$ cat src/rtl/bit32_serial_sub.sv
// Serial 32-bit subtractor: A - B - Bin processed one nibble per clock over 8 cycles,
// with a start/busy/done handshake and a sign-extended 40-bit result.
module bit32_serial_sub (
  input  logic        clk,
  input  logic        rst_n,
  input  logic        start,
  input  logic [31:0] A,
  input  logic [31:0] B,
  input  logic        Bin,
  output logic        busy,
  output logic        done,
  output logic [39:0] Diff,
  output logic        Bout
);

  typedef enum logic {
    IDLE = 1'b0,
    RUN  = 1'b1
  } state_e;

  state_e      state_q, state_d;
  logic [2:0]  cnt_q, cnt_d;
  logic [31:0] a_q, a_d;
  logic [31:0] b_q, b_d;
  logic [31:0] acc_q, acc_d;
  logic        borrow_q, borrow_d;
  logic        busy_q, busy_d;
  logic        done_q, done_d;
  logic        bout_q, bout_d;
  logic [39:0] diff_q, diff_d;

  logic [3:0]  a_nib, b_nib, d_nib;
  logic        b_nxt;
  logic [4:0]  slice_base;

  // Shared nibble subtract cell; the counter selects which slice it sees.
  always_comb begin
    slice_base      = {cnt_q, 2'b00};
    a_nib           = a_q[slice_base +: 4];
    b_nib           = b_q[slice_base +: 4];
    {b_nxt, d_nib}  = {1'b0, a_nib} - {1'b0, b_nib} - {4'b0000, borrow_q};
  end

  always_comb begin
    // NOTE: every _d gets a default before the case so no path leaves it unassigned (no latches).
    state_d  = state_q;
    cnt_d    = cnt_q;
    a_d      = a_q;
    b_d      = b_q;
    acc_d    = acc_q;
    borrow_d = borrow_q;
    busy_d   = busy_q;
    done_d   = 1'b0;
    bout_d   = bout_q;
    diff_d   = diff_q;

    case (state_q)
      IDLE: begin
        if (start) begin
          a_d      = A;
          b_d      = B;
          borrow_d = Bin;
          cnt_d    = 3'd0;
          acc_d    = 32'h0;
          busy_d   = 1'b1;
          state_d  = RUN;
        end
      end
      RUN: begin
        acc_d[slice_base +: 4] = d_nib;
        borrow_d               = b_nxt;
        cnt_d                  = cnt_q + 3'd1;
        if (cnt_q == 3'd7) begin
          // Slice 7's nibble is not in acc_q yet, so splice it in directly.
          diff_d  = {{7{b_nxt}}, b_nxt, d_nib, acc_q[27:0]};
          bout_d  = b_nxt;
          done_d  = 1'b1;
          busy_d  = 1'b0;
          state_d = IDLE;
        end
      end
      default: state_d = IDLE;
    endcase
  end

  // NOTE: sequential state uses non-blocking assignments so all flops update together.
  always_ff @(posedge clk or negedge rst_n) begin
    if (!rst_n) begin
      // NOTE: operand and accumulator registers are reset too, so an abort never leaves a stale borrow.
      state_q  <= IDLE;
      cnt_q    <= 3'd0;
      a_q      <= 32'h0;
      b_q      <= 32'h0;
      acc_q    <= 32'h0;
      borrow_q <= 1'b0;
      busy_q   <= 1'b0;
      done_q   <= 1'b0;
      bout_q   <= 1'b0;
      diff_q   <= 40'h0;
    end else begin
      state_q  <= state_d;
      cnt_q    <= cnt_d;
      a_q      <= a_d;
      b_q      <= b_d;
      acc_q    <= acc_d;
      borrow_q <= borrow_d;
      busy_q   <= busy_d;
      done_q   <= done_d;
      bout_q   <= bout_d;
      diff_q   <= diff_d;
    end
  end

  assign busy = busy_q;
  assign done = done_q;
  assign Diff = diff_q;
  assign Bout = bout_q;

endmodule
$ cat config.mk
export PLATFORM = sky130hd
export DESIGN_NAME = bit32_serial_sub
export DESIGN_NICKNAME = d
export VERILOG_FILES = /design/src/rtl/bit32_serial_sub.sv
export SDC_FILE = /design/constraint.sdc
export NUM_CORES = 1
export LEC_CHECK = 0
export CORE_MARGIN = 3
export CORE_UTILIZATION = 50
export DETAILED_ROUTE_END_ITERATION = 8
export GPL_TIMING_DRIVEN = 0
export PLACE_DENSITY = 0.87
export SYNTH_ARGS = -nofsm -noshare
export SYNTH_HDL_FRONTEND = slang
export SYNTH_SLANG_ARGS = --single-unit
$ cat constraint.sdc
create_clock -name clk -period 4.05 [get_ports clk]
set_input_delay 0.81 -clock clk [delete_from_list [all_inputs] [get_ports clk]]
set_output_delay 0.81 -clock clk [all_outputs]
set_load 0.02 [all_outputs]
## After elaboration in Yosys (flattened, before gate mapping)

Cells that the tools add are included.

| word-level totals | value |
|---|---|
| register bits after elaboration | 137 |
| output and inout bits | 43 |
| logic and storage cells | 40 |
| input bits | 68 |

| operators by class | value |
|---|---|
| shifts and indexed selects | 4 |
| equality and inequality tests | 3 |
| bitwise logic cells | 1 |
| add/sub/neg operators | 4 |
| reduce and logical (&&, ||, !) cells | 3 |
| mux-type cells | 15 |

Operators by type and width:

| kind | number |
|---|---|
| 32-bit one-hot mux with 2 select lines | 1 |
| 32-bit by 6-bit indexed part select with 4-bit output | 2 |
| 32-bit bitwise mux | 1 |
| 32-bit 2-to-1 mux | 1 |
| 4-bit by 7-bit variable shift with 32-bit output, first input constant | 1 |
| 4-bit by 7-bit indexed part select with 32-bit output | 1 |
| 1-bit 2-to-1 mux | 7 |
| 5-bit negation with 7-bit output | 1 |
| 1-bit one-hot mux with 2 select lines | 3 |
| 3-bit one-hot mux with 2 select lines | 1 |
| 2-bit AND reduction | 3 |
| 4-bit by 4-bit subtractor with 5-bit output | 1 |
| 5-bit by 1-bit subtractor with 5-bit output | 1 |
| 3-bit by 1-bit adder with 3-bit output, second input constant | 1 |
| 3-bit equality test, second input constant | 1 |
| 3-bit 2-to-1 mux | 1 |
| 2-bit by 1-bit != test with 1-bit output, second input constant | 1 |
| 2-bit != test, second input constant | 1 |
| 1-bit NOT | 1 |

## Depth between registers and ports, before layout

| depth | value |
|---|---|
| word-level depth | 6 |
| gate-level depth with buffers | 13 |
| depth with buffers taken out | 10 |

## Worst setup path before layout

Ideal clock, no wire load.

| path | value |
|---|---|
| path kind | register to register |
| start point | register cnt_q[0] |
| end point | register acc_q[19] |
| required time | 3.926 ns |
| library setup time | 0.124 ns |
| slack | 0.878 ns |
| clock period less this slack | 3.172 ns |
| data arrival time | 3.048 ns |
| cell stages (with the launch flop) | 14 |
| path buffers | 4 |
| cell sequence | dfrtp_1 buf_6 buf_2 buf_2 mux4_2 mux2i_1 fa_1 inv_1 ha_1 nor2b_1 buf_1 nor4_1 a221o_1 a211o_1 |

| between the ends | value |
|---|---|
| cells in the longest elaborated chain, start to end | 6 |
| elaborated cells on any way between the ends | 9 |
| those cells by class | add/sub: 3; shift: 4; mux: 2 |

RTL lines:

| element | line | RTL |
|---|---|---|
| from (decl) | 22 | `logic [2:0] cnt_q, cnt_d;` |
| from (signal assigned) | 102 | `cnt_q <= cnt_d;` |
| 32-bit by 6-bit indexed part select with 4-bit output, on equally long branches | 39, 40 |  |
| 4-bit by 4-bit subtractor with 5-bit output | 41 | `{b_nxt, d_nib} = {1'b0, a_nib} - {1'b0, b_nib} - {4'b0000, borrow_q};` |
| 5-bit by 1-bit subtractor with 5-bit output | 41 |  |
| 4-bit by 7-bit indexed part select with 32-bit output | 70 | `acc_d[slice_base +: 4] = d_nib;` |
| 32-bit bitwise mux (*) | 70 |  |
| 32-bit one-hot mux with 2 select lines (*) | 57 | `case (state_q)` |
| to (signal assigned) | 94 | `acc_q <= 32'h0;` |
| to (signal assigned) | 105 | `acc_q <= acc_d;` |
| to (decl) | 25 | `logic [31:0] acc_q, acc_d;` |

Every way passes the cells marked *; elsewhere a longest branch is shown, timed or not.
A chain may end at the register's enable or synchronous reset.

## Final worst setup path

Same ends and word-level chain as after synthesis.

==> flow_summary.ini <==
[logic_synthesis]
synth_ff_type = dfrtp_1
synth-edff-count = 0
syn_inst = 577
ys_ff_latch = 132
yosys-top-cells-area = dfrtp_1 (55%), nand2_1 (13%), mux4_2 (6.0%)
ys_types = 49
avgSynthCellArea_um2 = 10.5
seq_area_frac_synth_pct = 54.6
syn_nets = 658
synth_top_cell_area_share_pct = 54.6
yosys.area.top_type = dfrtp_1
yosysWarnings = 0
async_flop_share_pct = 100
synth_area_um2 = 6050

[critical_path]
path_common_cell = ha_1
crit_chain = buf_6 -> buf_2 -> clkbuf_4 -> mux4_2 -> mux2i_1 -> ha_1 -> inv_1 -> ha_1 -> nand3b_1 -> nor3_1 -> a221o_1 -> a211o_1
cpMaxStageDelayCell = mux4_2
endpoint_kind = flip-flop
cp_max_fo = 10
crit_arrival_ns = 4.02
r2r_slack_ns = 0.33
crit_type = flip-flop to flip-flop
worstPathRequired_ns = 4.35
start_kind = flip-flop
crit_path_max_incr_delay_ns = 0.54

[timing]
setup_viol = 0
maxSlewViolCount = 0
period_share_pct = 91.9
rsz0062_at_grt = no
fmax_mhz = 269
setup_slack_ns = 0.327
hold_slack_ns = 0.326
finalHoldViolCount = 0
fin_skew_ns = 0.00935
slew_headroom_pct = 55.7
tightest_slew_ns = 0.665
finalCriticalPeriod_ns = 3.72

[clock_network]
clock_latency_ns = 0.42
cts_tree = built
h-tree-depth = 4
path_clk_slew_ns = 0.06
cts_max_path_buffers = 2
post_cts.repair.setup_buffers = 0
cts-root-buf = clkbuf_16
cts_buffers = 17
clock-sinks = 132

[layout]
drive_above_1_share_pct = 13.4
final_cell_area_um2 = 7930
final_common_cell = nand2_1
final_cell_mix = nand2_1 (212), dfrtp_1 (132), clkdlybuf4s50_1 (109), mux2_2 (29), clkbuf_1 (25)
syn_to_final_growth_pct = 31.1
antenna_cells = 0
num-nets-final = 787

[job]
cap_violations = 0

[status]
status = complete, no violations

[route]
final_antenna_net_count = 0
detail_route.first_pass.iterations = 5
avgViaCountPerCell = 5.54
remaining_drc_errors = 0
drtIter0Drc = 310
vias = 4773
wl_mm = 15.1
wl_per_cell_um = 17.6

[floorplan]
core_area_um2 = 11600
die_area_um2 = 13500
die_x_um = 116
die_h_um = 116
pin_count = 111
row_count = 39
initial_core_util_pct = 52.1

[placement]
post-place-ws_ns = 0.195
dpl.hpwl_mm = 10.8
place_congestion = 0.888
place_area_um2 = 7360
port_buffers = 110

[pwr]
clockPowerShare_pct = 18.9
power.internal_uw = 4400
sequentialPowerShare_pct = 28.4
comb_power_share_pct = 52.7
ir_drop_mv = 0.502
p_switching_uw = 3300
p_per_area_nw_per_um2 = 971
p_leak_uw = 0.00378
p_sw_share_pct = 42.9

[grt]
use_met1_pct = 30.5
antenna_found_initial = 0
grt_use_met3_pct = 5.12
grt_usage_pct = 24.4
use_met2_pct = 40.7
overflow = 0
grt_pass1_wl_mm = 25.0
gr-max-usage-layer = met2
grt_pass1_vias = 5035
grt_max_degree = 83

[min_path]
hp-class = input port to asynchronous set/reset pin
[power groups by stage]
| stage | Combinational (µW) | Clock [µW] | Sequential (µW) |
|---|---|---|---|
| floorplan | 2530 | 0 | 2260 |
| global placement | 3870 | 0 | 2150 |
| detailed placement | 4010 | 0 | 2200 |
| CTS | 4050 | 1460 | 2190 |
| global route | 4440 | 1530 | 2250 |
| finish | 4060 | 1450 | 2190 |
[synth_stat cells, types with 8 or more instances]
| master | instances |
|---|---|
| nand2_1 | 212 |
| dfrtp_1 | 132 |
| mux2_2 | 29 |
| clkbuf_1 | 25 |
| mux4_2 | 16 |
| a22o_1 | 15 |
| ha_1 | 11 |
| nand3_1 | 11 |
| nor3_1 | 11 |
| nor2_1 | 10 |
| o21ai_0 | 10 |
| inv_1 | 9 |
| buf_4 | 8 |
[area by class of cell]
class,instances,area (µm²)
Fill cell,871,3680
Inverter,11,43.8
Clock inverter,9,77.6
Clock buffer,23,488
Timing Repair Buffer,111,1130
Tap cell,143,179
Buffer,40,196
Multi-Input combinational cell,393,2520
Sequential cell,132,3300
[registers in the layout (all words and copies together), names as in the netlist]
| name | cells |
|---|---|
| Diff | 32 |
| a_q | 32 |
| b_q | 32 |
| acc_q | 28 |
| cnt_q | 3 |
| Bout | 1 |
| borrow_q | 1 |
| busy | 1 |
| done | 1 |
| state_q | 1 |
[metrics by stage]
step / total power, µW / TNS [ns] / util [%] / cells
after floorplan: 4790 / 0 / - / 577
after global placement: 6020 / -336.83 / 63.1 / 830
after detailed placement: 6210 / 0 / 63.4 / 831
after CTS: 7710 / 0 / 68.3 / 863
after global routing: 8220 / 0 / 68.3 / 862
final: 7710 / 0 / 68.3 / 862
[worst paths after layout]
check,startpoint,endpoint,cells after the start
max reg2reg,cnt_q[0],acc_q[19],12
min reg2reg,b_q[13],b_q[13],2
max in group asynchronous,rst_n,a_q[22],2
min in group clk,b_q[13],b_q[13],2
min,rst_n,Diff[18],1
max,cnt_q[0],acc_q[19],12
[what timing repair did]
| action | 4_1_cts | 5_1_grt |
|---|---|---|
| endpoints found under the setup margin | 0 | 7 |
| gates resized for setup | 0 | 5 |
| hold buffers | 0 | 0 |
[worst max-delay path, delay by kind of cell (launching register included)]
| family | cells | cell delay, ns |
|---|---|---|
| buffers and inverters | 4 | 0.92 |
| multiplexers | 2 | 0.82 |
| adder cells (fa/ha/maj) | 2 | 0.57 |
| AO/OA/AOI/OAI | 2 | 0.53 |
| flip-flops | 1 | 0.42 |
| AND/OR/NAND/NOR | 2 | 0.35 |
[per-layer routing]
metal	wire [µm]	part of all wire (%)
met5	0	0
met4	470	3.1
met3	1020	6.7
met2	7610	50
met1	6050	40
[cell families after synthesis]
kind of cell / Yosys count / synth area share (%)
buffers and inverters: 52 / 3.95
adder cells (fa/ha/maj): 13 / 2.94
AND/OR/NAND/NOR: 277 / 19.4
AO/OA/AOI/OAI: 49 / 6.18
multiplexers: 51 / 12.5
flip-flops: 132 / 54.6
XOR/XNOR: 3 / 0.434
Power figures use the tool's default switching activity.
